`config.mk`:
```
export PLATFORM = sky130hd
export DESIGN_NAME = alu_rr_sequencer
export DESIGN_NICKNAME = d
export VERILOG_FILES = /design/src/rtl/alu_rr_sequencer.sv
export SDC_FILE = /design/constraint.sdc
export NUM_CORES = 1
export LEC_CHECK = 0
export ABC_CLOCK_PERIOD_IN_PS = 7130
export CORE_MARGIN = 5
export CORE_UTILIZATION = 40
export DETAILED_ROUTE_END_ITERATION = 10
export PLACE_DENSITY_LB_ADDON = 0.1
export SYNTH_ARGS = -nofsm -noshare
export SYNTH_HDL_FRONTEND = slang
export SYNTH_SLANG_ARGS = --single-unit
```
`constraint.sdc`:
```
create_clock -name clk -period 7.13 [get_ports clk]
set_input_delay 2.139 -clock clk [delete_from_list [all_inputs] [get_ports clk]]
set_output_delay 2.139 -clock clk [all_outputs]
set_load 0.005 [all_outputs]
```
`src/rtl/alu_rr_sequencer.sv`:
```
// alu_rr_sequencer: shares one combinational ALU between two requesters with round-robin arbitration
module alu_rr_sequencer #(
  parameter int WIDTH = 8,
  parameter int OPER_W = 82
) (
  input  logic              clk,
  input  logic              reset,
  input  logic [1:0]        req,
  input  logic [2:0]        op0,
  input  logic [2:0]        op1,
  input  logic [WIDTH-1:0]  a0,
  input  logic [WIDTH-1:0]  b0,
  input  logic [WIDTH-1:0]  a1,
  input  logic [WIDTH-1:0]  b1,
  input  logic              cin0,
  input  logic              cin1,
  output logic [1:0]        grant,
  output logic [1:0]        done,
  output logic [WIDTH-1:0]  result,
  output logic              result_c,
  output logic              busy,
  output logic [OPER_W-1:0] alu_oper,
  output logic [WIDTH-1:0]  alu_a,
  output logic [WIDTH-1:0]  alu_b,
  output logic              alu_cin,
  input  logic [WIDTH-1:0]  alu_sum,
  input  logic              alu_cout
);
  typedef enum logic [1:0] {IDLE, EXEC, RESP} state_t;
  localparam logic [OPER_W-1:0] NAMES [8] = '{
    OPER_W'("and"), OPER_W'("subtract"), OPER_W'("subtract_a"), OPER_W'("or_ab"),
    OPER_W'("and_ab"), OPER_W'("not_ab"), OPER_W'("exor"), OPER_W'("exnor")
  };
  state_t state;
  logic last_owner;
  logic owner;
  logic win;
  logic [1:0] done_q;
  assign win = &req ? ~last_owner : req[1];
  assign grant = (state == IDLE && |req && !reset) ? {win, ~win} : 2'b00;
  // an op aborted by reset in its response cycle must not be reported
  assign done = reset ? 2'b00 : done_q;
  assign busy = state != IDLE;
  always_ff @(posedge clk) begin
    if (reset) begin
      state <= IDLE;
      last_owner <= 1'b1;
      owner <= 1'b0;
      done_q <= 2'b00;
      result <= '0;
      result_c <= 1'b0;
      alu_oper <= '0;
      alu_a <= '0;
      alu_b <= '0;
      alu_cin <= 1'b0;
    end else begin
      done_q <= 2'b00;
      case (state)
        IDLE: if (|req) begin
          state <= EXEC;
          last_owner <= win;
          owner <= win;
          alu_oper <= NAMES[win ? op1 : op0];
          alu_a <= win ? a1 : a0;
          alu_b <= win ? b1 : b0;
          alu_cin <= win ? cin1 : cin0;
        end
        EXEC: begin
          state <= RESP;
          result <= alu_sum;
          result_c <= alu_cout;
          done_q <= {owner, ~owner};
        end
        default: state <= IDLE;
      endcase
    end
  end
endmodule

```
Yosys cells after proc, flatten, opt, wreduce, memory -nomap -nowiden
Memories as Yosys holds them, arrays and structs flattened. A register that Yosys moved wholly into a read port is not among the register bits. Index checks and enable logic that the tools add are counted.

Equal/unequal tests: 2. Muxes and demuxes: 9. Bitwise operators: 5. Reduce and logical (&&, ||, !) cells: 9.

Operators by type and width (count): 2-to-1 mux 8 bit (2); 2-to-1 mux 2 bit (3); inverter 1 bit (4); inverter 3 -> 4 bit (1); one-hot mux 2 bit (2 select lines) (1); AND reduction 2 bit (2); OR reduction 2 bit (2); 2-to-1 mux 3 bit (1); == test 2 x 1 -> 1 bit, second input constant (1); logical AND 1 bit (2); logical NOT 2 bit (1); 2-to-1 mux 1 bit (2); != test 2 x 1 -> 1 bit, second input constant (1); nonzero test 2 bit (1); logical NOT 1 bit (1).

Register bits: 32. ROM bits: 656. Input bits: 53. Output and inout bits: 113. Logic and storage cells: 35. Memories: 1.

Memories: (name not given) (words 8, bits a word 82, rd ports 1, clocked after Yosys merged registers in 1, write ports 0, line 63) `alu_oper <= NAMES[win ? op1 : op0];`.

Depth between registers and ports, before layout
Gate-level depths: netlist of the first run.

Word-level depth: 4. Gate-level depth with buffers: 8. Mapped depth without buffers: 6.

Worst setup path after synthesis of the first run
OpenSTA, ideal clock, no wires.

Path kind: input to output. From: in req[1]. To: out grant[0]. Data arrival time: 2910 ps. Required time: 4991 ps. Setup slack: 2081 ps. Stages: 4. Buffers on the path: 2. Cells stage by stage: o21ai_0 -> buf_2 -> buf_1 -> nor3_1.

Cells in the longest elaborated chain, start to end: 4. Elaborated cells on any way between the ends: 7. Those cells by class: mux: 2; bitwise: 1; reduce/logical: 4.

RTL lines: start, declared (line 8) `input logic [1:0] req,`; AND reduction 2 bit or OR reduction 2 bit (tied branches) (line 39, 40); 2-to-1 mux 1 bit or logical AND 1 bit (tied branches) (line 39, 40); inverter 1 bit or logical AND 1 bit (tied branches) (line 40) `assign grant = (state == IDLE && |req && !reset) ? {win, ~win} : 2'b00;`; 2-to-1 mux 2 bit * (line 40); end, declared (line 17) `output logic [1:0] grant,`.

Mark *: on every way between the ends. The rest lies on a longest branch, timed or not.

Worst setup path after layout of the first run
From: in req[0]. To: out grant[0].

Same word-level chain as after synthesis.

==> results of run 1 <==
synthesized netlist by cell type:
cell type,instances,area [sq um]
mux2i_1,21,210.2
a311oi_1,3,26.28
a211oi_1,23,172.7
o21a_1,1,7.510
nand3_1,6,30.03
ha_1,6,75.07
a21oi_1,22,110.1
clkbuf_1,6,22.52
and2_1,2,12.51
nand2b_1,4,25.02
dfxtp_1,60,1201
buf_2,6,30.03
a31o_2,1,8.760
nor2_1,36,135.1
a21boi_4,1,18.77
nand2_1,41,153.9
a221o_1,1,10.01
a311o_1,1,10.01
nor2b_1,5,31.28
inv_1,3,11.26
nor3b_1,1,7.510
mux2_4,1,15.01
nor3_1,5,25.02
o2bb2ai_1,3,26.28
and3b_1,1,8.760
nor2_2,1,6.260
o21ai_0,2,10.01
buf_1,5,18.77
o211ai_1,1,7.510
buf_6,1,11.26
conb_1,1,3.750
a22o_1,3,26.28
buf_4,56,420.4
or3_1,3,18.77
mux2_2,1,11.26
state kept, by name (all words and copies together) (netlist names):
signal      flops
alu_oper       28
alu_a           8
alu_b           8
result          8
done_q          2
state           2
alu_cin         1
last_owner      1
owner           1
result_c        1
routing by layer:
metal / track usage / vias up / share of wire
met2: 0.2443 / 116 / 0.44
met4: 0.05687 / 0 / 0.014
li1: - / 1264 / -
met3: 0.09866 / 14 / 0.14
met1: 0.1914 / 1107 / 0.40
met5: 0 / - / 0
cell type report:
type	count	share of cell area
timing repair buffer	147	0.3419
multi-input combinational	217	0.3000
sequential	60	0.2815
clock buffer	9	0.02903
tap	99	0.02903
clock inverter	7	0.01584
inverter	3	0.002639
power by group:
group	total, mW	internal [mW]	switching (mW)
clock	0.299	0.159	0.140
combinational	0.233	0.136	0.0969
sequential	0.388	0.368	0.0200
total	0.920	0.663	0.257
stage by stage:
step	total power [mW]	area [sq um]	hold WS [ns]
global route	0.9698	4267	0.4642
CTS	0.9304	4267	0.4565
floorplan	0.5179	2994	0.4161
detailed placement	0.6318	4075	0.4474
finish	0.9198	4267	0.4457
global placement	0.6287	4075	0.4351
cell families (layout without fill, tap and decap cells):
logic type	after synthesis	count (layout)
flops	60	60
buf+inv	77	166
mux	23	23
simple gates	105	105
other cells	1	21
compound gates	62	62
fa+ha+maj	6	6
worst max path at each step:
stage                     endpoint  slack (ns)  cells past startpoint
after floorplan           grant[0]        2.08                      4
after global placement    grant[0]        1.25                      5
after detailed placement  grant[0]        1.25                      5
after CTS                 grant[0]        1.25                      5
after global routing      grant[0]        1.16                      5
final                     grant[0]        1.28                      5
==> impl_metrics.csv, run 1 <==
group,metric,value,unit
sta,finalSetupViolCount,0,
global_routing,grt_first_pass_wirelength,11.43,mm
die,die_w,95.43,um
synthesis,ys_seq_elements,60,
setup_path,rrSetupSlack,4.52,ns
synthesis,netlist_instances,334,
cells_and_area,area_delta_synth_final,46.16,%
drt,ant_nets,0,
clock_network,cts_max_path_buffers,2,
clock_network,cts_tree,"built",
global_routing,grt-ovfl-total,0,
setup_path,critPathArrivalTime,3.71,ns
drt,first_pass_iters,4,
setup_path,worst_path_max_delay_cell,"clkdlybuf4s50_1",
hold_path,hold_path_depth,1,
sta,worst-slew-pin-transition,1.082,ns
power,p_per_area,215.6,mW/mm^2
die,core,0.007176,sq mm
synthesis,synth-adder-area-share,0.02572,
setup_path,r2r_cells,7,
sta,finalSetupTns,0,ns
placed_design,gp_congestion,0.7145,
placed_design,pre_cts_ws,1.246,ns
setup_path,crit_top_cell,"clkdlybuf4s50_1",
die,rows,31,
global_routing,grt_pass1_vias,2410,
placed_design,hpwlAfterDp,5.475,mm
setup_path,end_kind,"primary output",
synthesis,muxShareOfSynthArea,0.08101,
sta,hold_violations,0,
synthesis,synthXorXnorAreaFrac,0,
cells_and_area,instances_no_fill,542,
clock_network,cts_buffers,9,
global_routing,grtUsageTotal,0.1629,
global_routing,grt_max_degree,60,
setup_path,critPathKind,"input port to primary output",
hold_path,worstHoldStart,"owner",
drt,drtIter0Drc,61,
placed_design,placed_cells,526,
synthesis,ys_warn_count,0,
cells_and_area,seq_area,0.001201,sq mm
cells_and_area,layout.nets,497,
cells_and_area,multi_input_area,0.001280,sq mm
cells_and_area,final_cell_mix,"143 x clkdlybuf4s50_1, 60 x dfxtp_1, 41 x nand2_1",
synthesis,ys_seq_area_frac,0.4115,
setup_path,path_cells,"clkdlybuf4s50_1 -> o21ai_1 -> buf_4 -> nor3_1 -> clkdlybuf4s50_1",
cells_and_area,diodes,0,
sta,fin_ws,1.278,ns
setup_path,cp_top_family,"buffers and inverters",
clock_network,post-cts-setup-buffers,0,
cells_and_area,fin_util,0.5946,
setup_path,crit_start,"req[0]",
setup_path,path_buf_inv,3,
sta,finalWorstPathRequiredPeriod,5.852,ns
sta,maxSlewHeadroom,0.2784,
die,boundaryPins,166,
clock_network,clockRootBuffer,"clkbuf_8",
synthesis,synth_cell_types,35,
drt,wl,7.452,mm
synthesis,synth_compound_area_frac,0.1487,
die,initial_core_util,0.4068,
setup_path,reg2reg_from,"last_owner",
setup_path,r2r_end,"alu_oper[26]",
job,drv_cap,0,
sta,slew_violations,0,
clock_network,clock_latency,0.34,ns
cells_and_area,fill_cells,637,
drt,vias_per_cell,4.614,
clock_network,clk_pin_slew,0.06,ns
synthesis,synth_area,0.002919,sq mm
hold_path,hold_end,"done_q[0]",
sta,rsz0062_at_grt,"no",
clock_network,htreeDepth,3,
drt,wl_per_cell,13.75,um
sta,post-route-period-util,0.8208,
sta,fmax,170.9,MHz
clock_network,clkSinkCount,60,
synthesis,synth_simple_gate_area_frac,0.1556,
sta,clock_skew,0.008175,ns
global_routing,antenna_found_initial,0,
die,dieArea,0.009106,sq mm
power,cellLeakagePower,1.634,nW
drt,vias,2501,
setup_path,worstPathMaxFanout,21,
hold_path,hold_class,"flop to flop",
cells_and_area,final_common_cell,"clkdlybuf4s50_1",
clock_network,cts_resized,0,
placed_design,io_buffers,144,
clock_network,ctsHoldBuffers,0,
setup_path,cp_slowest_stage_delay,0.57,ns
cells_and_area,drive_gt1_frac,0.05869,
synthesis,syn_avg_cell_area,8.740,sq um
run_status,outcome,"complete, no violations",
drt,drcViolationCount,0,
power,ir_drop,0.1268,mV
die,die_y,95.43,um
setup_path,worstPathRequired,4.99,ns
setup_path,startpoint_type,"input port",
synthesis,synth_top_family_by_area,"buffers and inverters",
Power figures use the tool's default switching activity.
==> run 2, diff against run 1 <==
--- a/config.mk
+++ b/config.mk
@@ -5,9 +5,9 @@
 export SDC_FILE = /design/constraint.sdc
 export NUM_CORES = 1
 export LEC_CHECK = 0
-export ABC_CLOCK_PERIOD_IN_PS = 7130
+export ABC_CLOCK_PERIOD_IN_PS = 6100
 export CORE_MARGIN = 5
-export CORE_UTILIZATION = 40
+export CORE_UTILIZATION = 38
 export DETAILED_ROUTE_END_ITERATION = 10
 export PLACE_DENSITY_LB_ADDON = 0.1
 export SYNTH_ARGS = -nofsm -noshare
==> constraint.sdc (replaced) <==
create_clock -name clk -period 6.1 [get_ports clk]
set_input_delay 1.83 -clock clk [delete_from_list [all_inputs] [get_ports clk]]
set_output_delay 1.83 -clock clk [all_outputs]
set_load 0.005 [all_outputs]
==> impl_metrics.csv, run 2 (same netlist as run 1, synthesis figures left out) <==
group,metric,value,unit
placed_design,pre_cts_ws,1.006,ns
drt,wl,7.443,mm
hold_path,hold_class,"flop to flop",
drt,first_pass_iters,4,
drt,vias_per_cell,4.619,
cells_and_area,fin_util,0.5686,
job,drv_cap,0,
power,power,1.156,mW
drt,wl_per_cell,13.63,um
placed_design,io_buffers,144,
setup_path,worstPathMaxFanout,4,
die,rows,32,
run_status,outcome,"complete, no violations",
placed_design,gp_congestion,0.7175,
drt,wl_met2,3.359,mm
sta,finalWorstPathRequiredPeriod,5.089,ns
sta,clock_skew,0.004903,ns
cells_and_area,fill_cells,723,
cells_and_area,layout.nets,498,
drt,ant_nets,0,
clock_network,cts_max_path_buffers,2,
power,clkPwrFrac,0.371,
placed_design,placed_cells,530,
sta,fmax,196.5,MHz
clock_network,clock_latency,0.34,ns
setup_path,path_buf_inv,2,
clock_network,post-cts-setup-buffers,0,
clock_network,htreeDepth,3,
cells_and_area,final_cell_mix,"143 x clkdlybuf4s50_1, 60 x dfxtp_1, 41 x nand2_1",
drt,maxUsedRoutingLayer,"met4",
cells_and_area,area_delta_synth_final,48.18,%
die,initial_core_util,0.3837,
global_routing,grt_first_pass_wirelength,11.97,mm
sta,hold_violations,0,
sta,post-route-period-util,0.8342,
global_routing,antenna_found_initial,0,
drt,drt-met1-wl,3.193,mm
cells_and_area,diodes,0,
cells_and_area,final_common_cell,"clkdlybuf4s50_1",
setup_path,startpoint_type,"input port",
setup_path,crit_top_cell,"clkdlybuf4s50_1",
drt,drtIter0Drc,60,
drt,drcViolationCount,0,
clock_network,clkSinkCount,60,
setup_path,cp_slowest_stage_delay,0.60,ns
die,boundaryPins,166,
global_routing,grt_pass1_vias,2436,
die,core,0.007607,sq mm
sta,fin_ws,1.011,ns
setup_path,end_kind,"primary output",
setup_path,critPathKind,"input port to primary output",
clock_network,clk_pin_slew,0.07,ns
power,combPwrFrac,0.236,
sta,rsz0062_at_grt,"no",
power,pwr-share-seq,0.393,
sta,slew_violations,0,
die,die_w,97.65,um
power,internal-power,859.3,uW
global_routing,grt-ovfl-total,0,
clock_network,clockRootBuffer,"clkbuf_8",
clock_network,cts_tree,"built",
sta,fin_hold_ws,0.4493,ns
drt,vias,2522,
setup_path,worstPathRequired,4.27,ns
setup_path,worst_path_max_delay_cell,"clkdlybuf4s50_1",
setup_path,cp_top_family,"buffers and inverters",
clock_network,cts_resized,0,
power,switching_share,0.2568,
sta,maxSlewHeadroom,0.3935,
cells_and_area,instances_no_fill,546,
clock_network,cts_buffers,9,
global_routing,grtUsageTotal,0.1542,
die,die_y,97.65,um
cells_and_area,largest_reg_flops,28,
setup_path,critPathArrivalTime,3.26,ns
cells_and_area,regMostFlops,"alu_oper",
cells_and_area,seq_area,0.001201,sq mm
drt,dr_wl_met3,783,um
cells_and_area,drive_gt1_frac,0.06081,
sta,worst-slew-pin-transition,0.8845,ns
sta,finalSetupViolCount,0,
placed_design,hpwlAfterDp,5.517,mm
sta,finalSetupTns,0,ns
power,ir_drop,0.1417,mV
power,p_sw,297.0,uW
global_routing,grt_max_degree,46,
cells_and_area,multi_input_area,0.001280,sq mm
cells_and_area,final_cell_area,0.004325,sq mm
clock_network,ctsHoldBuffers,0,
die,dieArea,0.009535,sq mm
power,cellLeakagePower,1.663,nW
power,p_per_area,267.3,mW/mm^2
setup_path,path_cells,"clkdlybuf4s50_1 -> a21boi_4 -> nor3_1 -> clkdlybuf4s50_1",
placed_design,place_area,0.004086,sq mm
[run 2: cell types whose count changed in the layout (fill, tap and decap cells not counted)]
cell | previous run | this run
buf_4 | 3 | 4
bufinv_16 | 1 | 3
clkinv_2 | 3 | 2
clkinvlp_4 | 3 | 2
[run 2: worst paths after layout]
| kind | from | end | slack, ns | cells after the start |
|---|---|---|---|---|
| setup / recovery | req[0] | grant[0] | 1.01 | 4 |
| hold / removal | alu_oper[27] | alu_oper[27] | 0.45 | 2 |
| setup reg to reg | last_owner | alu_oper[26] | 3.56 | 7 |
| hold reg to reg | alu_oper[27] | alu_oper[27] | 0.45 | 2 |
[run 2: area by class of cell]
| type | instances | area share |
|---|---|---|
| clock inverter | 7 | 0.02661 |
| inverter | 3 | 0.002603 |
| sequential | 60 | 0.2777 |
| multi-input combinational | 217 | 0.2959 |
| timing repair buffer | 148 | 0.3390 |
| clock buffer | 9 | 0.02864 |
| tap | 102 | 0.02951 |
[run 2: power groups by stage]
stage | Sequential (mW) | Combinational [mW] | Clock (mW)
global route | 0.460 | 0.299 | 0.460
global placement | 0.462 | 0.275 | 0
floorplan | 0.464 | 0.142 | 0
detailed placement | 0.463 | 0.277 | 0
finish | 0.454 | 0.273 | 0.430
CTS | 0.455 | 0.278 | 0.443
[run 2: tightest hold or removal path, stage by stage, from the launching register on]
cell and delay (ns):
dfxtp_1 0.31, nand2_1 0.05, a21oi_1 0.05
[run 2: routing by layer]
layer | vias up | track usage
li1 | 1270 | -
met1 | 1133 | 0.1789
met2 | 110 | 0.2441
met3 | 9 | 0.07251
met4 | 0 | 0.06390
met5 | - | 0
==> run 3, diff against run 2 <==
--- a/config.mk
+++ b/config.mk
@@ -5,7 +5,7 @@
 export SDC_FILE = /design/constraint.sdc
 export NUM_CORES = 1
 export LEC_CHECK = 0
-export ABC_CLOCK_PERIOD_IN_PS = 6100
+export ABC_CLOCK_PERIOD_IN_PS = 4800
 export CORE_MARGIN = 5
 export CORE_UTILIZATION = 38
 export DETAILED_ROUTE_END_ITERATION = 10
==> constraint.sdc (replaced) <==
create_clock -name clk -period 4.8 [get_ports clk]
set_input_delay 1.44 -clock clk [delete_from_list [all_inputs] [get_ports clk]]
set_output_delay 1.44 -clock clk [all_outputs]
set_load 0.005 [all_outputs]
==> impl_metrics.csv, run 3 (same netlist as run 1, synthesis figures left out) <==
group,metric,value,unit
cells_and_area,final_common_cell,"clkdlybuf4s50_1",
cells_and_area,final_cell_mix,"143 x clkdlybuf4s50_1, 60 x dfxtp_1, 41 x nand2_1",
die,die_y,97.65,um
sta,rsz0062_at_grt,"no",
power,ir_drop,0.1450,mV
power,p_sw,358.6,uW
setup_path,worstPathRequired,3.36,ns
global_routing,grtUsageTotal,0.1523,
global_routing,antenna_found_initial,0,
sta,fmax,231.0,MHz
cells_and_area,drive_gt1_frac,0.05631,
placed_design,gp_congestion,0.7474,
setup_path,end_kind,"primary output",
die,initial_core_util,0.3837,
sta,finalSetupViolCount,0,
clock_network,ctsHoldBuffers,0,
sta,maxSlewHeadroom,0.4096,
power,internal-power,961.8,uW
clock_network,cts_max_path_buffers,2,
cells_and_area,area_delta_synth_final,46.04,%
cells_and_area,layout.nets,499,
power,switching_share,0.2716,
clock_network,clock_latency,0.33,ns
die,boundaryPins,166,
sta,slew_violations,0,
drt,wl,7.329,mm
clock_network,post-cts-setup-buffers,0,
clock_network,clk_pin_slew,0.06,ns
sta,post-route-period-util,0.9019,
hold_path,hold_class,"flop to flop",
global_routing,grt-ovfl-total,0,
clock_network,clockRootBuffer,"clkbuf_8",
die,rows,32,
sta,worst-slew-pin-transition,0.8609,ns
drt,first_pass_iters,4,
run_status,outcome,"complete, no violations",
setup_path,reg2reg_from,"last_owner",
power,p_per_area,309.7,mW/mm^2
drt,ant_nets,0,
drt,drtIter0Drc,49,
power,clkPwrFrac,0.300,
setup_path,crit_start,"req[0]",
setup_path,setup.worst_path.end,"grant[0]",
setup_path,rrSetupSlack,2.53,ns
sta,hold_violations,0,
setup_path,startpoint_type,"input port",
sta,finalWorstPathRequiredPeriod,4.329,ns
sta,clock_skew,0.01005,ns
job,drv_cap,0,
die,dieArea,0.009535,sq mm
setup_path,r2r_end,"alu_oper[34]",
power,power,1.320,mW
sta,finalSetupTns,0,ns
setup_path,r2r_cells,7,
drt,drcViolationCount,0,
cells_and_area,fin_util,0.5604,
die,core,0.007607,sq mm
cells_and_area,largest_reg_flops,28,
global_routing,grt_first_pass_wirelength,11.92,mm
cells_and_area,regMostFlops,"alu_oper",
setup_path,critPathArrivalTime,2.89,ns
setup_path,worstPathMaxFanout,4,
power,cellLeakagePower,1.642,nW
placed_design,placed_cells,531,
clock_network,cts_resized,0,
clock_network,cts_tree,"built",
cells_and_area,diodes,0,
drt,vias,2513,
global_routing,grt_max_degree,46,
global_routing,grt_pass1_vias,2408,
clock_network,clkSinkCount,60,
clock_network,cts_buffers,9,
setup_path,critPathKind,"input port to primary output",
drt,wl_per_cell,13.42,um
drt,vias_per_cell,4.603,
power,combPwrFrac,0.264,
die,die_w,97.65,um
placed_design,hpwlAfterDp,5.505,mm
cells_and_area,instances_no_fill,546,
clock_network,htreeDepth,3,
placed_design,io_buffers,144,
power,pwr-share-seq,0.437,
## run 3: how the worst min path moves through the flow
stage,depth (start not counted),end,start
final,2,alu_oper[40],alu_oper[40]
after floorplan,1,done_q[0],owner
after global placement,2,alu_oper[27],alu_oper[27]
after detailed placement,2,result[3],result[3]
after global routing,2,alu_oper[40],alu_oper[40]
after CTS,2,result[3],result[3]
## run 3: power groups by stage
stage | clock [mW] | combinational (mW) | sequential (mW)
6_report | 0.396 | 0.348 | 0.577
5_1_grt | 0.436 | 0.381 | 0.584
4_1_cts | 0.410 | 0.353 | 0.578
3_5_place_dp | 0 | 0.352 | 0.589
3_3_place_gp | 0 | 0.350 | 0.587
2_1_floorplan | 0 | 0.180 | 0.589
## run 3: metal layers
metal | GRT usage | up-vias | part of all wire
li1 | - | 1268 | -
met1 | 0.1849 | 1122 | 0.42
met2 | 0.2335 | 114 | 0.44
met3 | 0.07681 | 9 | 0.12
met4 | 0.05112 | 0 | 0.014
met5 | 0 | - | 0
## run 3: worst max-delay path, stage by stage
cell	delay, ns
clkdlybuf4s50_1	0.58
a21boi_4	0.09
nor3_1	0.18
clkdlybuf4s50_1	0.60
## run 3: layout make-up
class                   count  area, sq um
fillers                   718         3344
repair buffers            149         1474
multi-input cells         217         1280
flip-flops and latches     60         1201
clock buffers              13        158.9
well taps                 102        127.6
inverters                   3        11.26
clock inverters             2        10.01
## run 3: through the flow
step	cell area, sq um	setup slack [ns]	hold slack, ns
final	4263	0.4711	0.4514
after global routing	4263	0.3732	0.4748
after CTS	4263	0.4473	0.4552
after detailed placement	4094	0.4638	0.4455
after global placement	4094	0.4734	0.4403
after floorplan	2994	1.149	0.4161
